**src/rtl/grid_streamer_if.sv**
```systemverilog
// ============================================================================
// Module      : grid_streamer_if
// Description : Memory read port, pixel stream and status bundle of grid_streamer.
// Revision    : 1.0 - initial release
// ============================================================================
`default_nettype none

interface grid_streamer_if;
    logic       start;
    logic       mem_rd_en;
    logic [9:0] mem_addr;
    logic       mem_rdata;
    logic [7:0] pix_data;
    logic [9:0] pix_index;
    logic       pix_valid;
    logic       pix_ready;
    logic       pix_last;
    logic       busy;
    logic       done;
    logic [9:0] ink_count;

    modport master (
        input  start, mem_rdata, pix_ready,
        output mem_rd_en, mem_addr, pix_data, pix_index, pix_valid,
               pix_last, busy, done, ink_count
    );

    modport slave (
        output start, mem_rdata, pix_ready,
        input  mem_rd_en, mem_addr, pix_data, pix_index, pix_valid,
               pix_last, busy, done, ink_count
    );
endinterface

`default_nettype wire

```
**src/rtl/grid_streamer.sv**
```systemverilog
// ============================================================================
// Module      : grid_streamer
// Description : Streams a GRID_SIZE x GRID_SIZE bit grid as 8-bit pixels.
// Revision    : 1.0 - initial release
// ============================================================================
`default_nettype none

module grid_streamer #(
    parameter int         GRID_SIZE  = 28,
    parameter int         NUM_PIXELS = GRID_SIZE * GRID_SIZE,
    parameter logic [7:0] PIXEL_ON   = 8'd255
) (
    input  wire logic       CLOCK_50,
    input  wire logic       resetn,
    grid_streamer_if.master bus
);

    localparam logic [9:0] c_LAST   = 10'(NUM_PIXELS - 1);
    localparam logic [9:0] c_GRID   = 10'(GRID_SIZE);
    localparam logic [9:0] c_X_LAST = 10'(GRID_SIZE - 1);

    typedef enum logic [2:0] {
        S_IDLE    = 3'd0,
        S_FETCH   = 3'd1,
        S_CAPTURE = 3'd2,
        S_SEND    = 3'd3,
        S_DONE    = 3'd4
    } state_t;

    state_t     r_state;
    logic [9:0] r_index;
    logic [9:0] r_x;
    logic [9:0] r_y;
    logic       r_mem_rd_en;
    logic [9:0] r_mem_addr;
    logic [7:0] r_pix_data;
    logic [9:0] r_pix_index;
    logic       r_pix_valid;
    logic       r_pix_last;
    logic       r_busy;
    logic       r_done;
    logic [9:0] r_ink;

    logic [9:0] w_x_nxt;
    logic [9:0] w_y_nxt;
    logic [9:0] w_addr_nxt;

    // Column/row of the next cell; the address is rebuilt row-major from them.
    always_comb begin
        w_x_nxt = r_x + 10'd1;
        w_y_nxt = r_y;
        if (r_x == c_X_LAST) begin
            w_x_nxt = 10'd0;
            w_y_nxt = r_y + 10'd1;
        end
        w_addr_nxt = (w_y_nxt * c_GRID) + w_x_nxt;
    end

    always_ff @(posedge CLOCK_50) begin
        if (!resetn) begin
            r_state     <= S_IDLE;
            r_index     <= 10'd0;
            r_x         <= 10'd0;
            r_y         <= 10'd0;
            r_mem_rd_en <= 1'b0;
            r_mem_addr  <= 10'd0;
            r_pix_data  <= 8'd0;
            r_pix_index <= 10'd0;
            r_pix_valid <= 1'b0;
            r_pix_last  <= 1'b0;
            r_busy      <= 1'b0;
            r_done      <= 1'b0;
            r_ink       <= 10'd0;
        end else begin
            r_mem_rd_en <= 1'b0;
            r_done      <= 1'b0;
            case (r_state)
                S_IDLE: begin
                    if (bus.start) begin
                        r_state     <= S_FETCH;
                        r_index     <= 10'd0;
                        r_x         <= 10'd0;
                        r_y         <= 10'd0;
                        r_ink       <= 10'd0;
                        r_mem_rd_en <= 1'b1;
                        r_mem_addr  <= 10'd0;
                        r_busy      <= 1'b1;
                    end
                end
                S_FETCH: begin
                    r_state <= S_CAPTURE;
                end
                S_CAPTURE: begin
                    r_pix_data  <= bus.mem_rdata ? PIXEL_ON : 8'd0;
                    r_pix_index <= r_index;
                    r_pix_last  <= (r_index == c_LAST);
                    r_pix_valid <= 1'b1;
                    r_state     <= S_SEND;
                end
                S_SEND: begin
                    if (bus.pix_ready) begin
                        r_pix_valid <= 1'b0;
                        r_pix_last  <= 1'b0;
                        if (r_pix_data != 8'd0) begin
                            r_ink <= r_ink + 10'd1;
                        end
                        if (r_index == c_LAST) begin
                            r_state <= S_DONE;
                            r_done  <= 1'b1;
                        end else begin
                            r_index     <= r_index + 10'd1;
                            r_x         <= w_x_nxt;
                            r_y         <= w_y_nxt;
                            r_mem_addr  <= w_addr_nxt;
                            r_mem_rd_en <= 1'b1;
                            r_state     <= S_FETCH;
                        end
                    end
                end
                S_DONE: begin
                    r_busy  <= 1'b0;
                    r_state <= S_IDLE;
                end
                default: begin
                    r_state <= S_IDLE;
                    r_busy  <= 1'b0;
                end
            endcase
        end
    end

    assign bus.mem_rd_en = r_mem_rd_en;
    assign bus.mem_addr  = r_mem_addr;
    assign bus.pix_data  = r_pix_data;
    assign bus.pix_index = r_pix_index;
    assign bus.pix_valid = r_pix_valid;
    assign bus.pix_last  = r_pix_last;
    assign bus.busy      = r_busy;
    assign bus.done      = r_done;
    assign bus.ink_count = r_ink;

endmodule

`default_nettype wire
```
**src/flat_wrapper.sv**
```systemverilog
// flat-port wrapper written by rule: the top's interface ports become plain ports
module grid_streamer_flat 
#(
    parameter int         GRID_SIZE  = 28,
    parameter int         NUM_PIXELS = GRID_SIZE * GRID_SIZE,
    parameter logic [7:0] PIXEL_ON   = 8'd255
)
  (CLOCK_50, resetn, bus_start, bus_mem_rdata, bus_pix_ready, bus_mem_rd_en, bus_mem_addr, bus_pix_data, bus_pix_index, bus_pix_valid, bus_pix_last, bus_busy, bus_done, bus_ink_count);
  grid_streamer_if bus_i ();
  input  wire logic CLOCK_50;
  input  wire logic resetn;
  input wire logic [$bits(bus_i.start)-1:0] bus_start;
  input wire logic [$bits(bus_i.mem_rdata)-1:0] bus_mem_rdata;
  input wire logic [$bits(bus_i.pix_ready)-1:0] bus_pix_ready;
  output wire logic [$bits(bus_i.mem_rd_en)-1:0] bus_mem_rd_en;
  output wire logic [$bits(bus_i.mem_addr)-1:0] bus_mem_addr;
  output wire logic [$bits(bus_i.pix_data)-1:0] bus_pix_data;
  output wire logic [$bits(bus_i.pix_index)-1:0] bus_pix_index;
  output wire logic [$bits(bus_i.pix_valid)-1:0] bus_pix_valid;
  output wire logic [$bits(bus_i.pix_last)-1:0] bus_pix_last;
  output wire logic [$bits(bus_i.busy)-1:0] bus_busy;
  output wire logic [$bits(bus_i.done)-1:0] bus_done;
  output wire logic [$bits(bus_i.ink_count)-1:0] bus_ink_count;
  assign bus_i.start = bus_start;
  assign bus_i.mem_rdata = bus_mem_rdata;
  assign bus_i.pix_ready = bus_pix_ready;
  assign bus_mem_rd_en = bus_i.mem_rd_en;
  assign bus_mem_addr = bus_i.mem_addr;
  assign bus_pix_data = bus_i.pix_data;
  assign bus_pix_index = bus_i.pix_index;
  assign bus_pix_valid = bus_i.pix_valid;
  assign bus_pix_last = bus_i.pix_last;
  assign bus_busy = bus_i.busy;
  assign bus_done = bus_i.done;
  assign bus_ink_count = bus_i.ink_count;
  grid_streamer #(.GRID_SIZE(GRID_SIZE), .NUM_PIXELS(NUM_PIXELS), .PIXEL_ON(PIXEL_ON)) u_core (.CLOCK_50(CLOCK_50), .resetn(resetn), .bus(bus_i));
endmodule
```
**config.mk**
```make
export PLATFORM = sky130hd
export DESIGN_NAME = grid_streamer_flat
export DESIGN_NICKNAME = d
export VERILOG_FILES = /design/src/rtl/grid_streamer_if.sv /design/src/rtl/grid_streamer.sv /design/src/flat_wrapper.sv
export SDC_FILE = /design/constraint.sdc
export NUM_CORES = 1
export LEC_CHECK = 0
export BUFFER_PORTS_ARGS = -buffer_cell sky130_fd_sc_hd__buf_2
export CAP_MARGIN = 10
export CORE_ASPECT_RATIO = 0.5
export CORE_MARGIN = 2
export CORE_UTILIZATION = 30
export DETAILED_ROUTE_END_ITERATION = 7
export PLACE_DENSITY = 0.43
export SLEW_MARGIN = 10
export SYNTH_ARGS = -nofsm -noshare
export SYNTH_HDL_FRONTEND = slang
export SYNTH_SLANG_ARGS = --single-unit
```
**constraint.sdc**
```tcl
create_clock -name CLOCK_50 -period 8.4 [get_ports CLOCK_50]
set_input_delay 1.26 -clock CLOCK_50 [delete_from_list [all_inputs] [get_ports CLOCK_50]]
set_output_delay 1.26 -clock CLOCK_50 [all_outputs]
set_load 0.02 [all_outputs]
```
==> impl_metrics.py, run 1 <==
metrics = {
    "worst_setup_path": {
        "path_common_cell": "ha_1",
        "max_stage_delay_ns": 0.51,
        "critical_path_class": "reg2reg",
        "crit_path_cell_trace": "ha_1, nor2b_1, and3_4, nand2_1, xor2_1, inv_1, fa_1, ha_1, fa_1, a21o_1, a21oi_1, xnor2_1, ha_1, a2111oi_0, or4b_1, nand3_1",
        "cp.arrival_ns": 4.69,
        "critPathMaxFanout": 13,
        "start_kind": "flop",
        "end_kind": "flop",
        "required_ns": 8.61,
        "slowest_stage": "a2111oi_0",
    },
    "floorplanning": {
        "core_mm2": 0.0118,
        "die-area_mm2": 0.0131,
        "rows": 28,
        "die_h_um": 81.9,
        "die-width_um": 160,
        "initial_core_util_pct": 30.8,
        "io_pins": 48,
    },
    "outcome": {
        "status": "finished, final reports clean",
    },
    "global_route": {
        "grt_pass1_wl_um": 14700,
        "grt_max_degree": 44,
        "grt_pass1_vias": 2932,
        "grt-ovfl-total": 0,
        "grtUsageTotal_pct": 14.4,
        "antenna_found_initial": 0,
    },
    "logic_synthesis": {
        "avgSynthCellArea_um2": 8.07,
        "synth_top_cells_by_count": "65 x dfxtp_1, 63 x nand2_1, 51 x a21oi_1, 48 x nor2_1, 26 x nand3_1",
        "ys_types": 53,
        "syn_nets": 480,
        "synth_flop_cell": "dfxtp_1",
        "netlist_area_mm2": 0.00364,
        "ys.warnings.count": 0,
        "synth-edff-count": 0,
        "synth_cells": 451,
        "yosysSeqAreaShare_pct": 35.8,
        "synth_top_area_cell": "dfxtp_1",
        "async_reset_ff_share_pct": 0,
        "ys_ff_latch": 65,
        "yosysTopAreaCellShare_pct": 35.8,
        "synth.most_common_cell": "dfxtp_1",
        "synth_area_leaders": "dfxtp_1 36%, a21oi_1 7.0%, ha_1 6.5%, nand2_1 6.5%, xnor2_1 5.5%",
    },
    "run": {
        "drv_cap": 0,
    },
    "sta": {
        "grt_setup_unrepaired": "no",
        "fin_crit_ns": 4.48,
        "worst_pin_slew_ns": 0.693,
        "relSlewSlack_pct": 53.8,
        "drv_slew": 0,
        "finalHoldViolCount": 0,
        "tns_ns": 0,
        "fin_crit_sh_pct": 53.3,
        "setup_slack_ns": 3.92,
        "setup_violations": 0,
        "fmax_mhz": 223,
        "skew_ns": 0.00807,
    },
    "clocking": {
        "cts_buffers": 9,
        "cts_setup_buffers": 0,
        "cts.sinks": 65,
        "clock_path_buffers": 2,
        "htreeDepth": 3,
        "path_clk_slew_ns": 0.05,
        "holdBufCountCts": 0,
        "cts_tree": "done",
        "cts_resized": 0,
        "root_buffer": "clkbuf_16",
        "insertion_delay_ns": 0.34,
    },
    "power_and_ir_drop": {
        "p_clk_share_pct": 50.6,
        "seqPwrFrac_pct": 42.2,
        "pwr-share-comb_pct": 7.1,
        "internal-power_w": 0.000556,
        "p_sw_w": 0.000192,
        "swShare_pct": 25.7,
        "vdd_ir_drop_max_mv": 0.0911,
        "power.total_w": 0.000748,
        "powerDensity_mw_per_mm2": 176,
        "p_leak_nw": 1.80,
    },
    "placement": {
        "dp_hpwl_um": 6290,
        "gp_congestion": 0.768,
        "port_buffers": 47,
        "post-place-ws_ns": 3.98,
    },
    "routing": {
        "drtPass1Iterations": 4,
        "drt_iter0_drc": 97,
        "routed_via_density": 4.62,
        "vias": 3019,
        "drc_errors": 0,
        "final_antenna_net_count": 0,
        "wl_um": 8860,
        "wl_per_cell_um": 13.5,
    },
    "layout": {
        "areaGrowthSynthToFinish_pct": 16.9,
        "fin_nets": 513,
        "fillers": 1250,
        "drive_gt1_share_pct": 15.1,
        "diodes": 0,
    },
    "hold_path": {
        "min_path_type": "reg2reg",
    },
}
## cells in the final DEF, fill, tap and decap left out, drive strengths merged, types with 6 or more instances in the layout
master / count
a21o: 6
a21oi: 51
and3: 6
buf: 51
clkbuf: 10
dfxtp: 65
ha: 19
inv: 17
nand2: 63
nand3: 26
nor2: 48
nor3: 14
o21ai: 9
xnor2: 24
xor2: 18
## state kept, by name, summed over array words and instances, names as in the netlist
name,flops
u_core.r_state,3
u_core.bus.pix_valid,1
u_core.bus.busy,1
u_core.bus.pix_data,1
u_core.bus.pix_last,1
u_core.bus.pix_index,10
u_core.bus.done,1
u_core.bus.ink_count,10
u_core.r_index,10
u_core.r_y,8
u_core.bus.mem_rd_en,1
u_core.r_x,8
u_core.bus.mem_addr,10
## power by group through the flow
stage	sequential, W	combinational (W)	clock [W]
2_1_floorplan	0.000325	0.0000365	0
3_3_place_gp	0.000323	0.0000544	0
3_5_place_dp	0.000323	0.0000543	0
4_1_cts	0.000316	0.0000543	0.000389
5_1_grt	0.000317	0.0000601	0.000402
6_report	0.000316	0.0000533	0.000379
## path summary, 6_finish.rpt
check	start	end	slack, ns	depth (start not counted)
worst max register to register	u_core.bus.mem_addr[0]$_SDFFE_PN0P_	u_core.bus.mem_addr[9]$_SDFFE_PN0P_	3.92	16
worst max-delay path	u_core.bus.mem_addr[0]$_SDFFE_PN0P_	u_core.bus.mem_addr[9]$_SDFFE_PN0P_	3.92	16
worst min register to register	u_core.bus.mem_addr[5]$_SDFFE_PN0P_	u_core.bus.mem_addr[5]$_SDFFE_PN0P_	0.45	2
worst min-delay path	u_core.bus.mem_addr[5]$_SDFFE_PN0P_	u_core.bus.mem_addr[5]$_SDFFE_PN0P_	0.45	2
## per-layer routing
layer  vias up  global-route usage (%)  wire length (µm)
met2        46                    23.2              3730
met4         0                    4.05                87
met1      1373                    18.9              4660
li1       1592                       -                 -
met3         8                    4.55               384
met5         -                       0                 0
## area by class of cell
type                       count  area [µm²]  share of cell area, %
timing repair buffer          51         265                   6.23
inverter                      17        63.8                   1.50
multi-input combinational    340        2120                   49.9
tap                          165         206                   4.85
clock buffer                  10         229                   5.38
sequential                    65        1300                   30.6
clock inverter                 6        67.6                   1.59
## worst max-delay path, delay by kind of cell, from the launching register on
| family | cells | cell delay, ns |
|---|---|---|
| flip-flops | 1 | 0.42 |
| AO/OA/AOI/OAI | 3 | 0.86 |
| buffers and inverters | 1 | 0.13 |
| AND/OR/NAND/NOR | 5 | 0.85 |
| XOR/XNOR | 2 | 0.50 |
| adder cells (fa/ha/maj) | 5 | 1.60 |
## cells by family after synthesis
| family | after synthesis | share of synthesized area, % |
|---|---|---|
| flops | 65 | 35.8 |
| mux | 2 | 0.550 |
| fa+ha+maj | 24 | 9.28 |
| xor+xnor | 42 | 10.3 |
| buf+inv | 46 | 5.95 |
| compound gates | 83 | 13.2 |
| simple gates | 189 | 25.0 |
## stage by stage
stage | util [%] | hold WS [ns] | instance area (µm²) | cells
2_1_floorplan | - | 0.440 | 3640 | 451
3_3_place_gp | 33.5 | 0.437 | 3960 | 638
3_5_place_dp | 33.5 | 0.440 | 3960 | 638
4_1_cts | 36.0 | 0.448 | 4260 | 654
5_1_grt | 36.0 | 0.482 | 4260 | 654
6_report | 36.0 | 0.446 | 4260 | 654
Power figures use the tool's default switching activity.
==> run 2: changes to the inputs <==
--- a/config.mk
+++ b/config.mk
@@ -11,7 +11,7 @@
 export CORE_MARGIN = 2
 export CORE_UTILIZATION = 30
 export DETAILED_ROUTE_END_ITERATION = 7
-export PLACE_DENSITY = 0.43
+export PLACE_DENSITY = 0.45
 export SLEW_MARGIN = 10
 export SYNTH_ARGS = -nofsm -noshare
 export SYNTH_HDL_FRONTEND = slang
==> constraint.sdc (replaced) <==
create_clock -name CLOCK_50 -period 4.1 [get_ports CLOCK_50]
set_input_delay 0.615 -clock CLOCK_50 [delete_from_list [all_inputs] [get_ports CLOCK_50]]
set_output_delay 0.615 -clock CLOCK_50 [all_outputs]
set_load 0.02 [all_outputs]
==> impl_metrics.py, run 2 (synthesis gave the netlist of run 1 again) <==
metrics = {
    "layout": {
        "diodes": 0,
        "layout.cells.non_filler": 672,
        "drive_gt1_share_pct": 21.5,
        "mostFrequentLayoutCells": "64 x dfxtp_1, 63 x nand2_1, 49 x a21oi_1",
        "layout_commonest_cell": "dfxtp_1",
        "areaGrowthSynthToFinish_pct": 23.5,
        "multi_input_area_mm2": 0.00222,
        "fin_nets": 531,
        "seqCellArea_mm2": 0.00130,
        "fillers": 1256,
        "postLayoutCellArea_mm2": 0.00450,
    },
    "clocking": {
        "cts.sinks": 65,
        "insertion_delay_ns": 0.34,
        "htreeDepth": 3,
        "root_buffer": "clkbuf_16",
        "cts_tree": "done",
        "holdBufCountCts": 0,
        "clock_path_buffers": 2,
        "path_clk_slew_ns": 0.06,
        "cts_buffers": 9,
    },
    "routing": {
        "vias": 3131,
        "wl_um": 9390,
        "drt_iter0_drc": 153,
        "drtPass1Iterations": 4,
        "wl_per_cell_um": 14.0,
        "final_antenna_net_count": 0,
        "routed_via_density": 4.66,
        "drc_errors": 0,
    },
    "global_route": {
        "grt_pass1_wl_um": 15000,
        "grtUsageTotal_pct": 14.8,
        "grt_pass1_vias": 2956,
        "grt_max_degree": 44,
        "antenna_found_initial": 0,
        "grt-ovfl-total": 0,
    },
    "worst_setup_path": {
        "max_stage_delay_ns": 0.53,
        "slowest_stage": "or4b_1",
        "crit_path_cell_trace": "ha_2, nor2b_4, and3_4, buf_4, nand4_4, or2_4, xor2_2, fa_1, inv_1, ha_4, o21ai_0, o21bai_1, a21oi_2, xnor2_2, xnor2_1, or4b_1, nand3_1",
        "r2r_setup_slack_ns": 0.23,
        "required_ns": 4.39,
        "start_kind": "flop",
        "critical_path_class": "reg2reg",
        "cp.arrival_ns": 4.16,
        "critPathMaxFanout": 8,
        "end_kind": "flop",
    },
    "floorplanning": {
        "io_pins": 48,
        "rows": 28,
        "die_h_um": 81.9,
        "die-width_um": 160,
        "core_mm2": 0.0118,
        "die-area_mm2": 0.0131,
        "initial_core_util_pct": 30.8,
    },
    "sta": {
        "setup_violations": 0,
        "fmax_mhz": 258,
        "finalHoldViolCount": 0,
        "tns_ns": 0,
        "grt_setup_unrepaired": "no",
        "fin_crit_sh_pct": 94.4,
        "drv_slew": 0,
        "fin_crit_ns": 3.87,
        "skew_ns": 0.00979,
        "relSlewSlack_pct": 56.5,
        "worst_pin_slew_ns": 0.651,
        "holdWs_ns": 0.448,
    },
    "placement": {
        "dp_hpwl_um": 6650,
        "place_area_mm2": 0.00407,
        "port_buffers": 47,
        "place_inst": 652,
        "gp_congestion": 0.804,
    },
    "hold_path": {
        "min_path_type": "reg2reg",
    },
    "power_and_ir_drop": {
        "p_leak_nw": 1.90,
        "powerDensity_mw_per_mm2": 346,
        "swShare_pct": 26.5,
        "p_clk_share_pct": 51.4,
        "pwr-share-comb_pct": 7.0,
        "vdd_ir_drop_max_mv": 0.187,
        "power.total_w": 0.00155,
        "p_sw_w": 0.000413,
        "seqPwrFrac_pct": 41.6,
        "internal-power_w": 0.00114,
    },
    "run": {
        "drv_cap": 0,
    },
    "outcome": {
        "status": "finished, final reports clean",
    },
}
==> run 2: cell count changes in the layout (fill, tap and decap cells not counted), moves of 2 or more <==
| cell | delta |
|---|---|
| a21oi_1 | -2 |
| a21oi_2 | +2 |
| buf_4 | +18 |
| ha_1 | -4 |
| ha_2 | +2 |
| ha_4 | +2 |
| xor2_1 | -4 |
| xor2_2 | +4 |
==> run 2: worst max-delay path: cells and delay by family (launching register included) <==
family | cells | cell delay [ns]
AND/OR/NAND/NOR | 6 | 1.41
adder cells (fa/ha/maj) | 3 | 0.99
XOR/XNOR | 3 | 0.47
AO/OA/AOI/OAI | 3 | 0.37
flip-flops | 1 | 0.33
buffers and inverters | 2 | 0.23
==> run 2: layout make-up <==
type | count | area share [%]
clock buffer | 9 | 5.01
clock inverter | 7 | 1.73
inverter | 17 | 1.42
multi-input combinational | 340 | 49.4
sequential | 65 | 29.0
tap | 165 | 4.59
timing repair buffer | 69 | 8.90
==> run 2: per-stage QoR <==
stage | worst slack, ns | utilization, %
global route | 0.00229 | 38.1
detailed placement | 0.0882 | 34.5
floorplan | 0.0244 | -
CTS | 0.0768 | 37.0
finish | 0.230 | 38.1
global placement | 0.134 | 34.5
==> run 2: power groups by stage <==
stage	Sequential, W	Combinational, W	Clock [W]
after global routing	0.000648	0.000120	0.000852
final	0.000647	0.000109	0.000799
after CTS	0.000647	0.000111	0.000824
after global placement	0.000661	0.000112	0
after detailed placement	0.000661	0.000111	0
after floorplan	0.000666	0.0000747	0
==> run 2: per-layer routing <==
metal	vias up	wire length [µm]	global-route usage, %
li1	1622	-	-
met1	1440	4780	18.9
met2	60	4050	24.2
met3	9	462	4.44
met4	0	93	5.68
met5	-	0	0
==> run 2: what timing repair did <==
action	4_1_cts	5_1_grt
buffers inserted	0	4
resized for setup	0	19
endpoints found under the setup margin	0	2
==> run 2: path summary, 6_finish.rpt <==
check / from / end / cells after the start
max: u_core.bus.mem_addr[0]$_SDFFE_PN0P_ / u_core.bus.mem_addr[9]$_SDFFE_PN0P_ / 17
min reg2reg: u_core.bus.mem_addr[5]$_SDFFE_PN0P_ / u_core.bus.mem_addr[5]$_SDFFE_PN0P_ / 2
max reg2reg: u_core.bus.mem_addr[0]$_SDFFE_PN0P_ / u_core.bus.mem_addr[9]$_SDFFE_PN0P_ / 17
min: u_core.bus.mem_addr[5]$_SDFFE_PN0P_ / u_core.bus.mem_addr[5]$_SDFFE_PN0P_ / 2
==> run 3: changes to the inputs <==
--- a/config.mk
+++ b/config.mk
@@ -12,6 +12,7 @@
 export CORE_UTILIZATION = 30
 export DETAILED_ROUTE_END_ITERATION = 7
 export PLACE_DENSITY = 0.45
+export REMOVE_ABC_BUFFERS = 1
 export SLEW_MARGIN = 10
 export SYNTH_ARGS = -nofsm -noshare
 export SYNTH_HDL_FRONTEND = slang
==> impl_metrics.py, run 3 (synthesis gave the netlist of run 1 again) <==
metrics = {
    "outcome": {
        "status": "finished, final reports clean",
    },
    "floorplanning": {
        "die-area_mm2": 0.0131,
        "core_mm2": 0.0118,
        "die_h_um": 81.9,
        "io_pins": 48,
        "die-width_um": 160,
        "rows": 28,
        "initial_core_util_pct": 30.8,
    },
    "clocking": {
        "cts_buffers": 9,
        "path_clk_slew_ns": 0.06,
        "insertion_delay_ns": 0.33,
        "htreeDepth": 3,
        "cts.sinks": 65,
        "cts_tree": "done",
        "holdBufCountCts": 0,
        "root_buffer": "clkbuf_16",
        "clock_path_buffers": 2,
    },
    "sta": {
        "skew_ns": 0.00752,
        "grt_setup_unrepaired": "no",
        "tns_ns": 0,
        "fin_crit_ns": 3.83,
        "worst_pin_slew_ns": 0.822,
        "fmax_mhz": 261,
        "drv_slew": 0,
        "relSlewSlack_pct": 44.9,
        "finalHoldViolCount": 0,
        "fin_crit_sh_pct": 93.3,
        "setup_violations": 0,
    },
    "layout": {
        "drive_gt1_share_pct": 19.9,
        "layout.cells.non_filler": 668,
        "postLayoutCellArea_mm2": 0.00445,
        "seqCellArea_mm2": 0.00131,
        "multi_input_area_mm2": 0.00216,
        "diodes": 0,
        "areaGrowthSynthToFinish_pct": 22.2,
        "fillers": 1240,
        "mostFrequentLayoutCells": "63 x nand2_1, 62 x dfxtp_1, 49 x a21oi_1",
        "layout_commonest_cell": "nand2_1",
        "fin_nets": 527,
    },
    "global_route": {
        "grt_pass1_wl_um": 14600,
        "grt-ovfl-total": 0,
        "antenna_found_initial": 0,
        "grt_max_degree": 26,
        "grtUsageTotal_pct": 14.4,
        "grt_pass1_vias": 2899,
    },
    "worst_setup_path": {
        "start_kind": "flop",
        "cp.arrival_ns": 4.02,
        "critical_path_class": "reg2reg",
        "required_ns": 4.29,
        "critPathMaxFanout": 5,
        "end_kind": "flop",
    },
    "routing": {
        "drc_errors": 0,
        "final_antenna_net_count": 0,
        "wl_per_cell_um": 13.5,
        "wl_um": 9040,
        "drtPass1Iterations": 4,
        "routed_via_density": 4.66,
        "vias": 3113,
        "drt_iter0_drc": 108,
    },
    "placement": {
        "dp_hpwl_um": 6480,
        "place_area_mm2": 0.00405,
        "place_inst": 650,
        "gp_congestion": 0.822,
        "port_buffers": 47,
    },
    "power_and_ir_drop": {
        "powerDensity_mw_per_mm2": 373,
        "vdd_ir_drop_max_mv": 0.177,
        "p_leak_nw": 1.88,
        "power.total_w": 0.00166,
    },
    "run": {
        "drv_cap": 0,
    },
    "hold_path": {
        "min_path_type": "reg2reg",
    },
}
-- run 3: cell count changes in the layout (fill, tap and decap cells not counted), sizes merged --
cell	before	now
inv	18	17
bufinv	1	3
buf	69	65
clkinv	2	1
clkinvlp	3	2
clkbuf	9	10
-- run 3: repair_timing --
action                                  in CTS  in global routing
resized for setup                            0                 14
endpoints found under the setup margin       0                  3
buffers inserted                             0                  2
-- run 3: through the flow --
stage	util [%]	hold slack, ns	setup slack [ns]
5_1_grt	37.7	0.468	0.0185
3_5_place_dp	34.3	0.443	0.115
6_report	37.7	0.446	0.273
4_1_cts	37.2	0.451	0.0604
2_1_floorplan	-	0.440	-0.0992
3_3_place_gp	34.3	0.437	0.145
-- run 3: final timing paths --
check	from	end	slack, ns	cells past startpoint
max	u_core.r_x[8]$_SDFFE_PN0P_	u_core.bus.mem_addr[8]$_SDFFE_PN0P_	0.27	15
max reg2reg	u_core.r_x[8]$_SDFFE_PN0P_	u_core.bus.mem_addr[8]$_SDFFE_PN0P_	0.27	15
min reg2reg	u_core.bus.mem_addr[8]$_SDFFE_PN0P_	u_core.bus.mem_addr[8]$_SDFFE_PN0P_	0.45	2
min	u_core.bus.mem_addr[8]$_SDFFE_PN0P_	u_core.bus.mem_addr[8]$_SDFFE_PN0P_	0.45	2
-- run 3: where the power goes --
group	total [W]	leakage [nW]	switching [W]	internal [W]
Combinational	0.000109	1.20	0.0000818	0.0000268
Clock	0.000902	0.159	0.000306	0.000596
Sequential	0.000647	0.526	0.00000741	0.000640
-- run 3: final cells by class --
type,count,share of cell area [%]
clock inverter,6,2.56
sequential,65,29.3
tap,165,4.64
multi-input combinational,340,48.5
inverter,17,1.44
clock buffer,10,5.15
timing repair buffer,65,8.33
-- run 3: routing by layer --
metal	wire [µm]	part of all wire [%]	track usage, %	vias up
met3	377	4.2	4.80	9
met1	4590	51	17.8	1433
met2	3970	44	24.2	46
li1	-	-	-	1625
met5	0	0	0	-
met4	102	1.1	4.32	0
-- run 3: worst max-delay path, stage by stage (launching register included) --
cell and delay, ns:
dfxtp_2 0.36, nor4b_4 0.30, and3_4 0.26, nand2_1 0.07, xor2_1 0.17, inv_1 0.09
fa_1 0.55, ha_2 0.21, fa_1 0.42, ha_1 0.34, o21ai_0 0.12, a21oi_1 0.14
o21a_1 0.19, or3_1 0.30, nand4_1 0.10, a21oi_1 0.06
